### config.mk
export PLATFORM = sky130hd
export DESIGN_NAME = small_first_one
export DESIGN_NICKNAME = d
export VERILOG_FILES = /design/src/rtl/small_first_one.sv
export SDC_FILE = /design/constraint.sdc
export NUM_CORES = 1
export LEC_CHECK = 0
export ABC_AREA = 0
export CAP_MARGIN = 15
export CORE_MARGIN = 1
export CORE_UTILIZATION = 34
export DETAILED_ROUTE_END_ITERATION = 8
export GPL_TIMING_DRIVEN = 0
export PLACE_DENSITY = 0.85
export SLEW_MARGIN = 10
export SYNTH_ARGS = -nofsm -noshare
export SYNTH_HDL_FRONTEND = slang
export SYNTH_SLANG_ARGS = --single-unit
export TNS_END_PERCENT = 20
### constraint.sdc
create_clock -name clock -period 2.04 [get_ports clock]
set_input_delay 0.408 -clock clock [delete_from_list [all_inputs] [get_ports clock]]
set_output_delay 0.408 -clock clock [all_outputs]
set_load 0.005 [all_outputs]
### src/rtl/small_first_one.sv
// rtl/small_first_one.sv - lowest-set-bit finder with combinational and registered outputs
module small_first_one #(
    parameter int WIDTH = 8,
    localparam int INDEX_WIDTH = (WIDTH <= 1) ? 1 : $clog2(WIDTH)
) (
    input  logic                   clock,
    input  logic                   reset,
    input  logic [WIDTH-1:0]       data,
    output logic [WIDTH-1:0]       first_one,
    output logic [INDEX_WIDTH-1:0] first_one_index,
    output logic                   found,
    output logic [WIDTH-1:0]       first_one_registered,
    output logic [INDEX_WIDTH-1:0] first_one_index_registered,
    output logic                   found_registered
);

    logic [WIDTH-1:0]       first_one_d;
    logic [INDEX_WIDTH-1:0] first_one_index_d;
    logic                   found_d;

    logic [WIDTH-1:0]       first_one_q;
    logic [INDEX_WIDTH-1:0] first_one_index_q;
    logic                   found_q;

    // Isolate the lowest set bit with data & -data, then OR-encode the mask into a binary index.
    always_comb begin
        first_one_d       = data & (~data + WIDTH'(1));
        found_d           = |data;
        first_one_index_d = '0;
        for (int i = 0; i < WIDTH; i++) begin
            first_one_index_d = first_one_index_d
                              | (INDEX_WIDTH'(i) & {INDEX_WIDTH{first_one_d[i]}});
        end
    end

    // Sample the combinational results once per clock; reset clears them immediately.
    always_ff @(posedge clock or posedge reset) begin
        if (reset) begin
            first_one_q       <= '0;
            first_one_index_q <= '0;
            found_q           <= 1'b0;
        end else begin
            first_one_q       <= first_one_d;
            first_one_index_q <= first_one_index_d;
            found_q           <= found_d;
        end
    end

    assign first_one                  = first_one_d;
    assign first_one_index            = first_one_index_d;
    assign found                      = found_d;
    assign first_one_registered       = first_one_q;
    assign first_one_index_registered = first_one_index_q;
    assign found_registered           = found_q;

endmodule

==> Word level (Yosys, flattened, before mapping) <==
Cells that the tools add are included.
Widths: inputs -> output; s select.
{ "word_totals": {"register_bits": 12, "in_bits": 10, "out_inout_bits": 24} }
{ "classes": {"add_sub_neg": 1, "bitwise": 8, "n_reduce_logical": 1} }
{ "ops": {"columns": ["op", "n"], "rows": [
  ["$or 3x3->3", 3],
  ["$add 8x1->8 const B", 1],
  ["$and 8x8->8", 1],
  ["$not 8->8", 1],
  ["$reduce_or 8->1", 1],
  ["$or 2x3->3", 1],
  ["$or 1x2->2", 1],
  ["$or 2x2->2", 1]
]} }

==> Logic depth before layout (Yosys ltp) <==
Gate-level depths: netlist of the first run.
{ "logic_depth": {"word_depth": 9, "ltp_mapped": 3, "depth_no_buf": 3} }

==> Worst setup path before layout of the first run <==
Ideal clock, no wire load.
{ "synth_timing": {"path_type": "input to output", "from": "in data[1]", "to": "out first_one[7]", "arrival_ns": 1.274, "required_ns": 1.632, "slack_ns": 0.358, "path_stages": 3, "n_path_buf": 0, "path_cell_list": "or4_4 > nor3_2 > and3_1"} }
{ "synth_between": {"elab_chain_len": 3} }
{ "synth_lines": {"columns": ["item", "line", "source"], "rows": [
  ["start, declared", "8", "input logic [WIDTH-1:0] data,"],
  ["$not 8->8", "27", "first_one_d = data & (~data + WIDTH'(1));"],
  ["$add 8x1->8", "27", null],
  ["$and 8x8->8", "27", null],
  ["end, declared", "9", "output logic [WIDTH-1:0] first_one,"]
]} }
Every way passes these cells.

==> Final worst setup path of the first run <==
{ "layout_timing": {"from": "in data[2]", "to": "out first_one[3]"} }
Same word-level chain as after synthesis.

==> flow_summary.json, run 1 <==
{
  "ys_top_cells_by_count": "dfrtp_1, nor2_1, inv_1, nor3b_1, a21oi_1",
  "synth_area_leaders": "dfrtp_1, nor3b_1, nor2_1, inv_1, or4_4",
  "drive_above_1_share": 0.3766,
  "grtUsageTotal": 0.2067,
  "dieArea_sq_um": 1463,
  "cp-start-kind": "primary input",
  "grt_pass1_wl_microns": 1911,
  "cp.arrival_ps": 1600,
  "antenna_cells": 0,
  "cp_max_fo": 6,
  "synth_nets": 46,
  "multi_input_area_sq_um": 177.7,
  "worstMarginPinSlew_ps": 439.6,
  "viasPerCell": 4.802,
  "place_congestion": 0.7743,
  "h-tree-depth": 1,
  "route.vias.total": 437,
  "crit_type": "primary input to primary output",
  "grt_max_degree": 13,
  "synth_edf_count": 0,
  "post_dp_cell_area_sq_um": 794.5,
  "cts_sinks": 12,
  "cts_tree": "yes",
  "synthFlopType": "dfrtp_1",
  "ant_nets": 0,
  "die_h_microns": 38.25,
  "fin_crit_sh": 0.9863,
  "yosysWarnings": 0,
  "synthToLayoutAreaGrowth_pct": 94.96,
  "io-pin-count": 34,
  "stdcell_area_sq_um": 870.8,
  "synth_cell_types": 16,
  "cts_made_buffers": 3,
  "synth_top_area_cell": "dfrtp_1",
  "yosysMostFrequentCell": "dfrtp_1",
  "timing.fmax_ghz": 0.4970,
  "drt-total-wl_microns": 1333,
  "synth_seq_cells": 12,
  "fillers": 78,
  "rsz0062_at_grt": "true",
  "cp.required_ps": 1630,
  "drtIter0Drc": 8,
  "port_buffers": 33,
  "ir_drop_uv": 339.3,
  "initial_utilization": 0.3864,
  "wl_per_cell_microns": 14.65,
  "register_area_sq_um": 300.3,
  "p_leak_uw": 0.0004077,
  "maxCapViolCount": 0,
  "antenna_found_initial": 0,
  "synth_top_area_frac": 0.6723,
  "cts-root-buf": "clkbuf_4",
  "hp-class": "primary input to flip-flop",
  "die_w_microns": 38.25,
  "num-nets-final": 88,
  "grt_pass1_vias": 384,
  "yosysSeqAreaShare": 0.6723,
  "syn_area_per_cell_sq_um": 12.41,
  "overflow": 0,
  "slew_headroom": 0.7066,
  "hold_viol": 0,
  "status": "finished, final reports clean",
  "slew_viol_final": 0,
  "rows": 12,
  "clkSlewWorstSetupHoldPaths_ps": 80,
  "netlist_area_sq_um": 446.7,
  "finalSetupViolCount": 0,
  "async_flop_share": 1.000,
  "drc": 0,
  "dp_hpwl_microns": 906.3,
  "post-route-min-period_ps": 2012,
  "end_kind": "primary output",
  "finish.utilization": 0.7532,
  "firstDrtPassIters": 4,
  "syn_inst": 36,
  "cts.path.max_buffers": 2,
  "cts_hold_buf": 0,
  "powerDensity_nw_per_um2": 597.8,
  "core_area_sq_um": 1156
}
==> state kept, by name (all words and copies together), names as in the netlist <==
name / flops
first_one_registered: 8
first_one_index_registered: 3
found_registered: 1
==> stage by stage <==
stage | worst slack (ps) | setup TNS [ps] | cells | hold slack [ps] | power [uW]
4_1_cts | 8.760 | 0 | 91 | 318.8 | 514.1
2_1_floorplan | 358.4 | 0 | 36 | 272.7 | 272.1
3_3_place_gp | -780.1 | -5624 | 83 | 728.4 | 328.5
5_1_grt | -22.96 | -35.36 | 91 | 278.6 | 543.8
3_5_place_dp | -850.5 | -5997 | 83 | 737.6 | 330.5
6_report | 28.02 | 0 | 91 | 275.1 | 520.5
==> worst max-delay path, stage by stage <==
cell and delay, ps:
clkdlybuf4s15_2 220, nor4b_1 390, clkdlybuf4s50_1 590
==> cell type report <==
cell class	count	share of cell area
well taps	14	0.02011
multi-input cells	20	0.2040
plain buffers	1	0.008621
clock buffers	4	0.04167
inverters	3	0.01293
repair buffers	37	0.3678
flip-flops and latches	12	0.3448
==> worst paths after layout <==
check	depth (start not counted)	endpoint	slack, ps	startpoint
min in group asynchronous	2	first_one_index_registered[0]	430	reset
hold / removal	1	first_one_registered[0]	280	data[0]
setup / recovery	3	first_one[3]	30	data[2]
max in group asynchronous	2	first_one_registered[4]	1310	reset
==> placed cells by master (no fill, tap or decap) <==
cell type and n:
dfrtp_1 12, clkdlybuf4s15_2 1, a21oi_2 1, buf_6 2, nor3_4 1, dlygate4sd2_1 5
and2b_2 1, a21oi_1 1, buf_2 7, nor2_4 1, nor2_1 4, o21ai_0 1
o41ai_2 1, or4_4 1, nor3b_2 1, clkbuf_4 3, inv_1 2, and3_1 1
nor4_4 1, clkbuf_8 1, nor3b_1 2, clkbuf_2 1, nand2_1 1, buf_4 4
a211oi_2 1, nor4b_1 1, inv_2 1, clkdlybuf4s50_1 18
==> where the power goes <==
part	internal (uW)	switching, uW
registers	245	1.74
logic	44.1	39.0
clock network	109	82.1
==> cell families (layout without fill, tap and decap cells) <==
| group | count (synthesis) | in the layout | synth area share |
|---|---|---|---|
| AOI/OAI and AO/OA | 5 | 5 | 0.07003 |
| buffers and inverters | 4 | 45 | 0.04202 |
| and+or+nand+nor | 15 | 15 | 0.2157 |
| DFF | 12 | 12 | 0.6723 |
==> repair_timing <==
action	4_1_cts	5_1_grt
resized for setup	52	5
endpoints found under the setup margin	12	6
buffers inserted	4	0
pin swaps	5	2
==> layer usage <==
| metal | wire length (microns) | GRT usage | vias up | part of all wire |
|---|---|---|---|---|
| met5 | 0 | 0 | - | 0 |
| met4 | 46 | 0.1786 | 0 | 0.035 |
| met3 | 107 | 0.03488 | 6 | 0.080 |
| met2 | 583 | 0.2839 | 28 | 0.44 |
| met1 | 594 | 0.2776 | 199 | 0.45 |
| li1 | - | - | 204 | - |
(Power assumes the default switching activity.)
==> inputs of run 2 (changes only) <==
--- a/config.mk
+++ b/config.mk
@@ -10,6 +10,6 @@
 export CORE_MARGIN = 1
-export CORE_UTILIZATION = 34
+export CORE_UTILIZATION = 31
 export DETAILED_ROUTE_END_ITERATION = 8
 export GPL_TIMING_DRIVEN = 0
-export PLACE_DENSITY = 0.85
+export PLACE_DENSITY = 0.79
 export SLEW_MARGIN = 10
==> constraint.sdc (replaced) <==
create_clock -name clock -period 2.1 [get_ports clock]
set_input_delay 0.315 -clock clock [delete_from_list [all_inputs] [get_ports clock]]
set_output_delay 0.315 -clock clock [all_outputs]
set_load 0.005 [all_outputs]
==> run 2 against run 1 <==
  * The flow now finishes with violations (setup timing)
  * Final cell count is 1.1% lower
  * Largest cell class unchanged
  * Largest power group unchanged
  * Critical endpoint is now first_one_index[2]
  * Hold slack better by 70 ps
  * Sequential share of layout area is 0.29 points lower
==> flow_summary.json, run 2 (synthesis results as in run 1) <==
{
  "die_h_microns": 39.96,
  "cts_sinks": 12,
  "slowest_delay_ps": 600,
  "powerDensity_nw_per_um2": 568.9,
  "finalSetupViolCount": 4,
  "cp-start-kind": "primary input",
  "cp.required_ps": 1780,
  "p_total_uw": 499.7,
  "drtIter0Drc": 15,
  "cts_made_buffers": 3,
  "firstDrtPassIters": 4,
  "grt_pass1_wl_microns": 1642,
  "dieArea_sq_um": 1597,
  "viasPerCell": 4.822,
  "antenna_cells": 0,
  "maxCapViolCount": 0,
  "ir_drop_uv": 429.8,
  "num-nets-final": 86,
  "h-tree-depth": 1,
  "cts.path.max_buffers": 2,
  "overflow": 0,
  "cts-root-buf": "clkbuf_4",
  "path_buf_inv": 2,
  "dp_hpwl_microns": 815.4,
  "place_inst": 84,
  "grt_max_degree": 13,
  "end_kind": "primary output",
  "worstMarginPinSlew_ps": 447.2,
  "p_leak_uw": 0.0004160,
  "setup_ws_ps": -75.36,
  "cp.arrival_ps": 1860,
  "slew_viol_final": 0,
  "wl_per_cell_microns": 12.93,
  "grt_pass1_vias": 350,
  "slew_headroom": 0.7016,
  "grtUsageTotal": 0.1698,
  "port_buffers": 33,
  "largest_reg_flops": 8,
  "post-route-min-period_ps": 2175,
  "ant_nets": 0,
  "clkSlewWorstSetupHoldPaths_ps": 70,
  "worstPathCellList": "dlygate4sd2_1 -> or4_4 -> a21oi_2 -> clkdlybuf4s50_1",
  "core_area_sq_um": 1318,
  "io-pin-count": 34,
  "status": "complete, but fails checks",
  "path_delay_family": "buffers and inverters",
  "violations": "setup timing",
  "route.vias.total": 434,
  "cp_max_fo": 5,
  "synthToLayoutAreaGrowth_pct": 96.64,
  "place_congestion": 0.7546,
  "die_w_microns": 39.96,
  "final_cell_mix": "clkdlybuf4s50_1, dfrtp_1, dlygate4sd2_1, nor2_1",
  "rows": 13,
  "cts_tree": "yes",
  "hp-class": "primary input to async pin",
  "timing.fmax_ghz": 0.4597,
  "antenna_found_initial": 0,
  "rsz0062_at_grt": "true",
  "drt-total-wl_microns": 1164,
  "drc": 0,
  "instances_no_fill": 90,
  "fillers": 88,
  "crit_slowest_cell": "or4_4",
  "final_common_cell": "clkdlybuf4s50_1",
  "drive_above_1_share": 0.2133,
  "initial_utilization": 0.3390,
  "hold_viol": 0,
  "crit_type": "primary input to primary output",
  "fin_crit_sh": 1.036
}
run 2: report_power, final:
| group | leakage, uW | switching (uW) | internal, uW |
|---|---|---|---|
| Clock | 0.0000210 | 73.5 | 105 |
| Sequential | 0.000155 | 1.70 | 238 |
| Combinational | 0.000240 | 35.3 | 46.1 |
run 2: final cells by class:
type / instances / area [sq um] / share of cell area
sequential: 12 / 300.3 / 0.3419
timing repair buffer: 35 / 342.8 / 0.3903
inverter: 3 / 11.26 / 0.01282
buffer: 1 / 7.507 / 0.008547
tap: 15 / 18.77 / 0.02137
multi-input combinational: 20 / 161.4 / 0.1838
clock buffer: 4 / 36.28 / 0.04131
run 2: per-layer routing:
layer  global-route usage  up-vias  part of all wire
met4               0.1983        0             0.040
met1               0.2000      209              0.40
met2               0.2339       17              0.52
met5                    0        -                 0
li1                     -      204                 -
met3              0.03889        4             0.037
run 2: final timing paths:
check	depth (start not counted)	start	end	slack, ps
max	4	data[3]	first_one_index[2]	-80
min	2	reset	first_one_index_registered[0]	340
max in group asynchronous	2	reset	first_one_registered[3]	1450
min in group clock	1	data[0]	first_one_registered[0]	370
run 2: what timing repair did:
item | 4_1_cts | 5_1_grt
pin swaps | 4 | 1
hold buffers | 0 | 0
buffers inserted | 1 | 1
setup endpoints to repair | 9 | 6
gates resized for setup | 14 | 6
run 2: through the flow:
stage / instance area (sq um) / utilization / setup WS [ps] / hold slack, ps / setup TNS [ps]
5_1_grt: 878.3 / 0.6667 / -116.9 / 370.1 / -443.1
4_1_cts: 843.3 / 0.6401 / -151.0 / 350.0 / -442.1
3_3_place_gp: 795.8 / 0.6040 / -527.2 / 630.1 / -3100
6_report: 878.3 / 0.6667 / -75.36 / 344.7 / -187.6
2_1_floorplan: 446.7 / - / 604.4 / 179.7 / 0
3_5_place_dp: 795.8 / 0.6040 / -567.2 / 642.9 / -3207
==> variant 1, RTL diff (settings of run 2) <==
Register the input `data` before use, with the module's reset. The logic sees it one clock later.
--- a/src/rtl/small_first_one.sv
+++ b/src/rtl/small_first_one.sv
@@ -14,6 +14,16 @@
     output logic                   found_registered
 );
 
+    logic [WIDTH-1:0] data_q;
+
+    always_ff @(posedge clock or posedge reset) begin
+        if (reset) begin
+            data_q <= '0;
+        end else begin
+            data_q <= data;
+        end
+    end
+
     logic [WIDTH-1:0]       first_one_d;
     logic [INDEX_WIDTH-1:0] first_one_index_d;
     logic                   found_d;
@@ -24,8 +34,8 @@
 
     // Isolate the lowest set bit with data & -data, then OR-encode the mask into a binary index.
     always_comb begin
-        first_one_d       = data & (~data + WIDTH'(1));
-        found_d           = |data;
+        first_one_d       = data_q & (~data_q + WIDTH'(1));
+        found_d           = |data_q;
         first_one_index_d = '0;
         for (int i = 0; i < WIDTH; i++) begin
             first_one_index_d = first_one_index_d
Formal check against the unedited RTL: not equivalent (a bounded check fails within 4 cycles, from zero or initial values and one cycle with reset high).
==> variant 1 against run 2 <==
  * The run still ends with setup timing left
  * First-iteration DRC count decreased by 33%
  * Sequential cell count increased by 8
  * Power increased by 64%
  * Wire length increased by 33%
  * Synthesized area increased by 45%
  * Largest power group unchanged
  * Design area increased by 40%
  * Setup slack improved by 0.028 ns
==> variant 1: results (changes against run 2) <==
drt:
  vias_per_cell: 4.62  # was 4.82
  detail_route.wl_per_cell_um: 13.4  # was 12.9 µm
  wl_met3_um: 91  # was 43 µm
  drt_iter0_markers: 10  # was 15
  met1Wirelength_um: 530  # was 466 µm
  met2WireLength_um: 901  # was 608 µm
  routed_wirelength_um: 1540  # was 1160 µm
synth:
  yosys-top-cells-area: "dfrtp_1 77%, nor3b_1 3.5%, nor2_1 2.9%, inv_1 1.7%, or4_4 1.7%"  # was dfrtp_1 67%, nor3b_1 5.0%, nor2_1 4.2%, inv_1 2.5%, or4_4 2.5%
  synthTopCellsByCount: "20 x dfrtp_1, 5 x nor2_1, 3 x inv_1, 3 x nor3b_1, 2 x a21oi_1"  # was 12 x dfrtp_1, 5 x nor2_1, 3 x inv_1, 3 x nor3b_1, 2 x a21oi_1
  synth_nets: 54  # was 46
  seq_area_frac_synth_pct: 77.4  # was 67.2%
  netlist_instances: 44  # was 36
  ys_warn_count: 0  # unchanged
global_route:
  use_met2_pct: 24.9  # was 23.4%
  use_met1_pct: 14.4  # was 20.0%
  grt_pass1_vias: 476  # was 350
  grt_util_all_layers_pct: 13.6  # was 17.0%
  grt_max_degree: 21  # was 13
  grt_pass1_wl_um: 2040  # was 1640 µm
  grtUsageMet3_pct: 2.26  # was 3.89%
cts:
  clk_pin_slew_ns: 0.11  # was 0.07 ns
  h-tree-depth: 1  # unchanged
  cts-root-buf: "clkbuf_4"  # unchanged
  numCtsBuffers: 3  # unchanged
layout:
  antenna_cells: 0  # unchanged
  drive_above_1_share_pct: 40.9  # was 21.3%
  fillers: 167  # was 88
  num-nets-final: 99  # was 86
status:
  violations: "setup timing"  # unchanged
  outcome: "finished with violations"  # unchanged
pwr:
  p_leak_nw: 0.557  # was 0.416 nW
  ir_drop_mv: 0.493  # was 0.430 mV
  p_sw_share_pct: 20.2  # was 22.1%
setup_path:
  path_max_fanout: 4  # was 5
  cp.arrival_ns: 1.83  # was 1.86 ns
  reg2reg_slack_ns: 0.54
  max_stage_delay_ns: 0.56  # was 0.60 ns
  critPathLaunch: "data_q[3]$_DFF_PP0_"  # was data[3]
  cp_top_family: "simple AND/OR/NAND/NOR gates"  # was buffers and inverters
  endpoint: "found"  # was first_one_index[2]
  reg2reg_to: "first_one_registered[7]$_DFF_PP0_"
  slowest_stage: "or4_4"  # unchanged
worst_hold_path:
  holdCritPathClass: "in2async"  # unchanged
placement:
  io_buffer_count: 33  # unchanged
  placed_cells: 104  # was 84
  gp_congestion: 0.688  # was 0.755
  dpl_cell_area_um2: 1010  # was 796 µm²
  dpl_worst_slack_ns: -0.110  # was -0.567 ns
timing:
  tns_ns: -0.118  # was -0.188 ns
  setup_ws_ns: -0.0474  # was -0.0754 ns
  setup_viol: 4  # unchanged
  slew_headroom_pct: 52.9  # was 70.2%
==> variant 1: worst min-delay path by stage <==
stage                         from                           endpoint  slack [ns]  cells after the start
2_1_floorplan                reset                data_q[0]$_DFF_PP0_        0.28                      1
3_3_place_gp   data_q[1]$_DFF_PP0_  first_one_registered[2]$_DFF_PP0_        0.51                      1
3_5_place_dp   data_q[1]$_DFF_PP0_  first_one_registered[3]$_DFF_PP0_        0.52                      1
4_1_cts                    data[0]                data_q[0]$_DFF_PP0_        0.43                      1
5_1_grt                    data[2]                data_q[2]$_DFF_PP0_        0.43                      1
6_report                     reset  first_one_registered[1]$_DFF_PP0_        0.43                      2
==> variant 1: cells by family after synthesis <==
logic type | Yosys count | share of synthesized area (%)
AOI/OAI and AO/OA | 5 | 4.84
buffers and inverters | 4 | 2.90
DFF | 20 | 77.4
and+or+nand+nor | 15 | 14.9
==> variant 1: timing repair <==
item / in CTS / in global routing
hold buffers: 0 / 0
resized for setup: 29 / 14
gates cloned: 0 / 0
pin swaps: 5 / 2
setup buffers: 5 / 2
setup endpoints to repair: 9 / 9
==> variant 1: power groups by stage <==
stage	registers, mW	logic, mW	clock network, mW
6_report	0.412	0.101	0.305
4_1_cts	0.412	0.0825	0.312
3_5_place_dp	0.419	0.0708	0
2_1_floorplan	0.418	0.0207	0
3_3_place_gp	0.418	0.0685	0
5_1_grt	0.414	0.110	0.333
==> variant 1: cell type report <==
cell class              instances  area, µm²  area share (%)
flip-flops and latches         20        505            41.0
repair buffers                 40        388            31.5
multi-input cells              20        234            19.0
well taps                      27       33.8            2.74
clock inverters                 1       30.0            2.44
clock buffers                   3       22.5            1.83
inverters                       3       11.3           0.914
plain buffers                   1       7.51           0.609
==> variant 2, RTL diff (settings of run 2) <==
Without the edit above. `WIDTH`: 8 -> 16.
--- a/src/rtl/small_first_one.sv
+++ b/src/rtl/small_first_one.sv
@@ -1,6 +1,6 @@
 // rtl/small_first_one.sv - lowest-set-bit finder with combinational and registered outputs
 module small_first_one #(
-    parameter int WIDTH = 8,
+    parameter int WIDTH = 16,
     localparam int INDEX_WIDTH = (WIDTH <= 1) ? 1 : $clog2(WIDTH)
 ) (
     input  logic                   clock,
Interface: changed (5 resized); port bits go from 34 to 60. No check against the original RTL was run, so the function may have changed too.
==> variant 2 against run 2 <==
  * Synthesized cell count is 130% higher
  * Critical endpoint is now first_one_index[3]
  * Combinational power is 49% higher
  * Die area is 95% higher
  * Wire length is 120% higher
  * Design area is 89% higher
  * Largest cell class unchanged
  * Synthesized area is 100% higher
  * Power is 45% higher
  * Sequential cell count is 9 higher
  * Final cell count is 110% higher
  * Setup slack better by 0.044 ns
  * The flow still finishes with violations (setup timing)
  * Highest routed layer unchanged
==> variant 2: results (changes against run 2) <==
global_route:
  grt_pass1_vias: 862  # was 350
  use_met2_pct: 29.4  # was 23.4%
  grtUsageMet3_pct: 4.19  # was 3.89%
  grt_pass1_wl_um: 4250  # was 1640 µm
  antenna_found_initial: 0  # unchanged
  grt_util_all_layers_pct: 17.6  # was 17.0%
  grt_max_degree: 22  # was 13
  use_met1_pct: 22.2  # was 20.0%
synth:
  synth_compound_area_share_pct: 9.62  # was 7.00%
  synth_adder_area_share_pct: 0  # unchanged
  synthTopCellsByCount: "21 x dfrtp_1, 14 x nor2_1, 5 x and3_1, 5 x inv_1, 4 x nand2_1"  # was 12 x dfrtp_1, 5 x nor2_1, 3 x inv_1, 3 x nor3b_1, 2 x a21oi_1
  netlist_instances: 82  # was 36
  yosys-top-cells-area: "dfrtp_1 59%, nor2_1 5.9%, nor4_4 4.7%, and3_1 3.5%, and2_1 2.1%"  # was dfrtp_1 67%, nor3b_1 5.0%, nor2_1 4.2%, inv_1 2.5%, or4_4 2.5%
  synth_nets: 100  # was 46
  seq_area_frac_synth_pct: 58.6  # was 67.2%
  async_flop_share_pct: 100  # unchanged
  ys_types: 27  # was 16
  synth.mux.area_fraction_pct: 0  # unchanged
placement:
  gp_congestion: 0.734  # was 0.755
  dp_hpwl_um: 1870  # was 815 µm
  io_buffer_count: 59  # was 33
  dpl_worst_slack_ns: -0.768  # was -0.567 ns
setup_path:
  critPathLaunch: "data[1]"  # was data[3]
  crit_type: "in2out"  # unchanged
  cp.arrival_ns: 1.82  # was 1.86 ns
cts:
  clk_pin_slew_ns: 0.12  # was 0.07 ns
  numCtsBuffers: 3  # unchanged
layout:
  antenna_cells: 0  # unchanged
  instances_no_fill: 186  # was 90
  largest_register_ffs: 16  # was 8
  num-nets-final: 174  # was 86
  drive_above_1_share_pct: 25.2  # was 21.3%
drt:
  routed_wirelength_um: 2560  # was 1160 µm
  vias_per_cell: 4.89  # was 4.82
  met1Wirelength_um: 1030  # was 466 µm
  wl_met3_um: 191  # was 43 µm
  drt_iter0_markers: 18  # was 15
  top_layer: "met4"  # unchanged
  met2WireLength_um: 1300  # was 608 µm
worst_hold_path:
  min_from: "data[0]"
  holdCritPathClass: "in2reg"  # was in2async
timing:
  setup_ws_ns: -0.0318  # was -0.0754 ns
  tns_ns: -0.0839  # was -0.188 ns
  worstMarginPinSlew_ns: 0.760  # was 0.447 ns
  setup_viol: 4  # unchanged
pwr:
  ir_drop_mv: 0.358  # was 0.430 mV
  p_leak_nw: 0.792  # was 0.416 nW
status:
  violations: "setup timing"  # unchanged
  outcome: "finished with violations"  # unchanged
-- variant 2: final cells by class --
| class | instances | area (µm²) |
|---|---|---|
| tap | 31 | 38.8 |
| fill | 239 | 1100 |
| clock inverter | 1 | 5.00 |
| sequential | 21 | 526 |
| inverter | 5 | 18.8 |
| multi-input combinational | 55 | 404 |
| timing repair buffer | 69 | 638 |
| clock buffer | 3 | 22.5 |
| buffer | 1 | 7.51 |
-- variant 2: worst max-delay path, stage by stage --
cell,delay [ns]
clkdlybuf4s15_2,0.23
nor4_4,0.32
buf_4,0.17
and4_4,0.22
a21boi_2,0.18
or2_1,0.14
dlygate4sd2_1,0.23
-- variant 2: power breakdown --
| group | switching (mW) | internal, mW |
|---|---|---|
| registers | 0.00192 | 0.411 |
| logic | 0.0605 | 0.0604 |
| clock network | 0.118 | 0.0711 |
| total | 0.181 | 0.542 |
-- variant 2: path summary, 6_finish.rpt --
| check | endpoint | slack, ns | depth (start not counted) |
|---|---|---|---|
| min | first_one_registered[0]$_DFF_PP0_ | 0.20 | 1 |
| max in group asynchronous | first_one_registered[4]$_DFF_PP0_ | 1.18 | 2 |
| min in group asynchronous | first_one_registered[2]$_DFF_PP0_ | 0.44 | 2 |
| max | first_one_index[3] | -0.03 | 7 |
-- variant 2: repair_timing --
item                                    4_1_cts  5_1_grt
buffers inserted                              8        2
pin swaps                                     8        4
hold buffers                                  0        0
gates resized for setup                      57       11
endpoints found under the setup margin       18       10
-- variant 2: per-stage QoR --
stage          area, µm²  hold WS [ns]
2_1_floorplan        897         0.292
3_3_place_gp        1530         0.773
3_5_place_dp        1530         0.800
4_1_cts             1620         0.200
5_1_grt             1660         0.199
6_report            1660         0.204
-- variant 2: cells by family after synthesis --
kind of cell,after synthesis
DFF,21
and+or+nand+nor,43
buffers and inverters,6
AOI/OAI and AO/OA,12
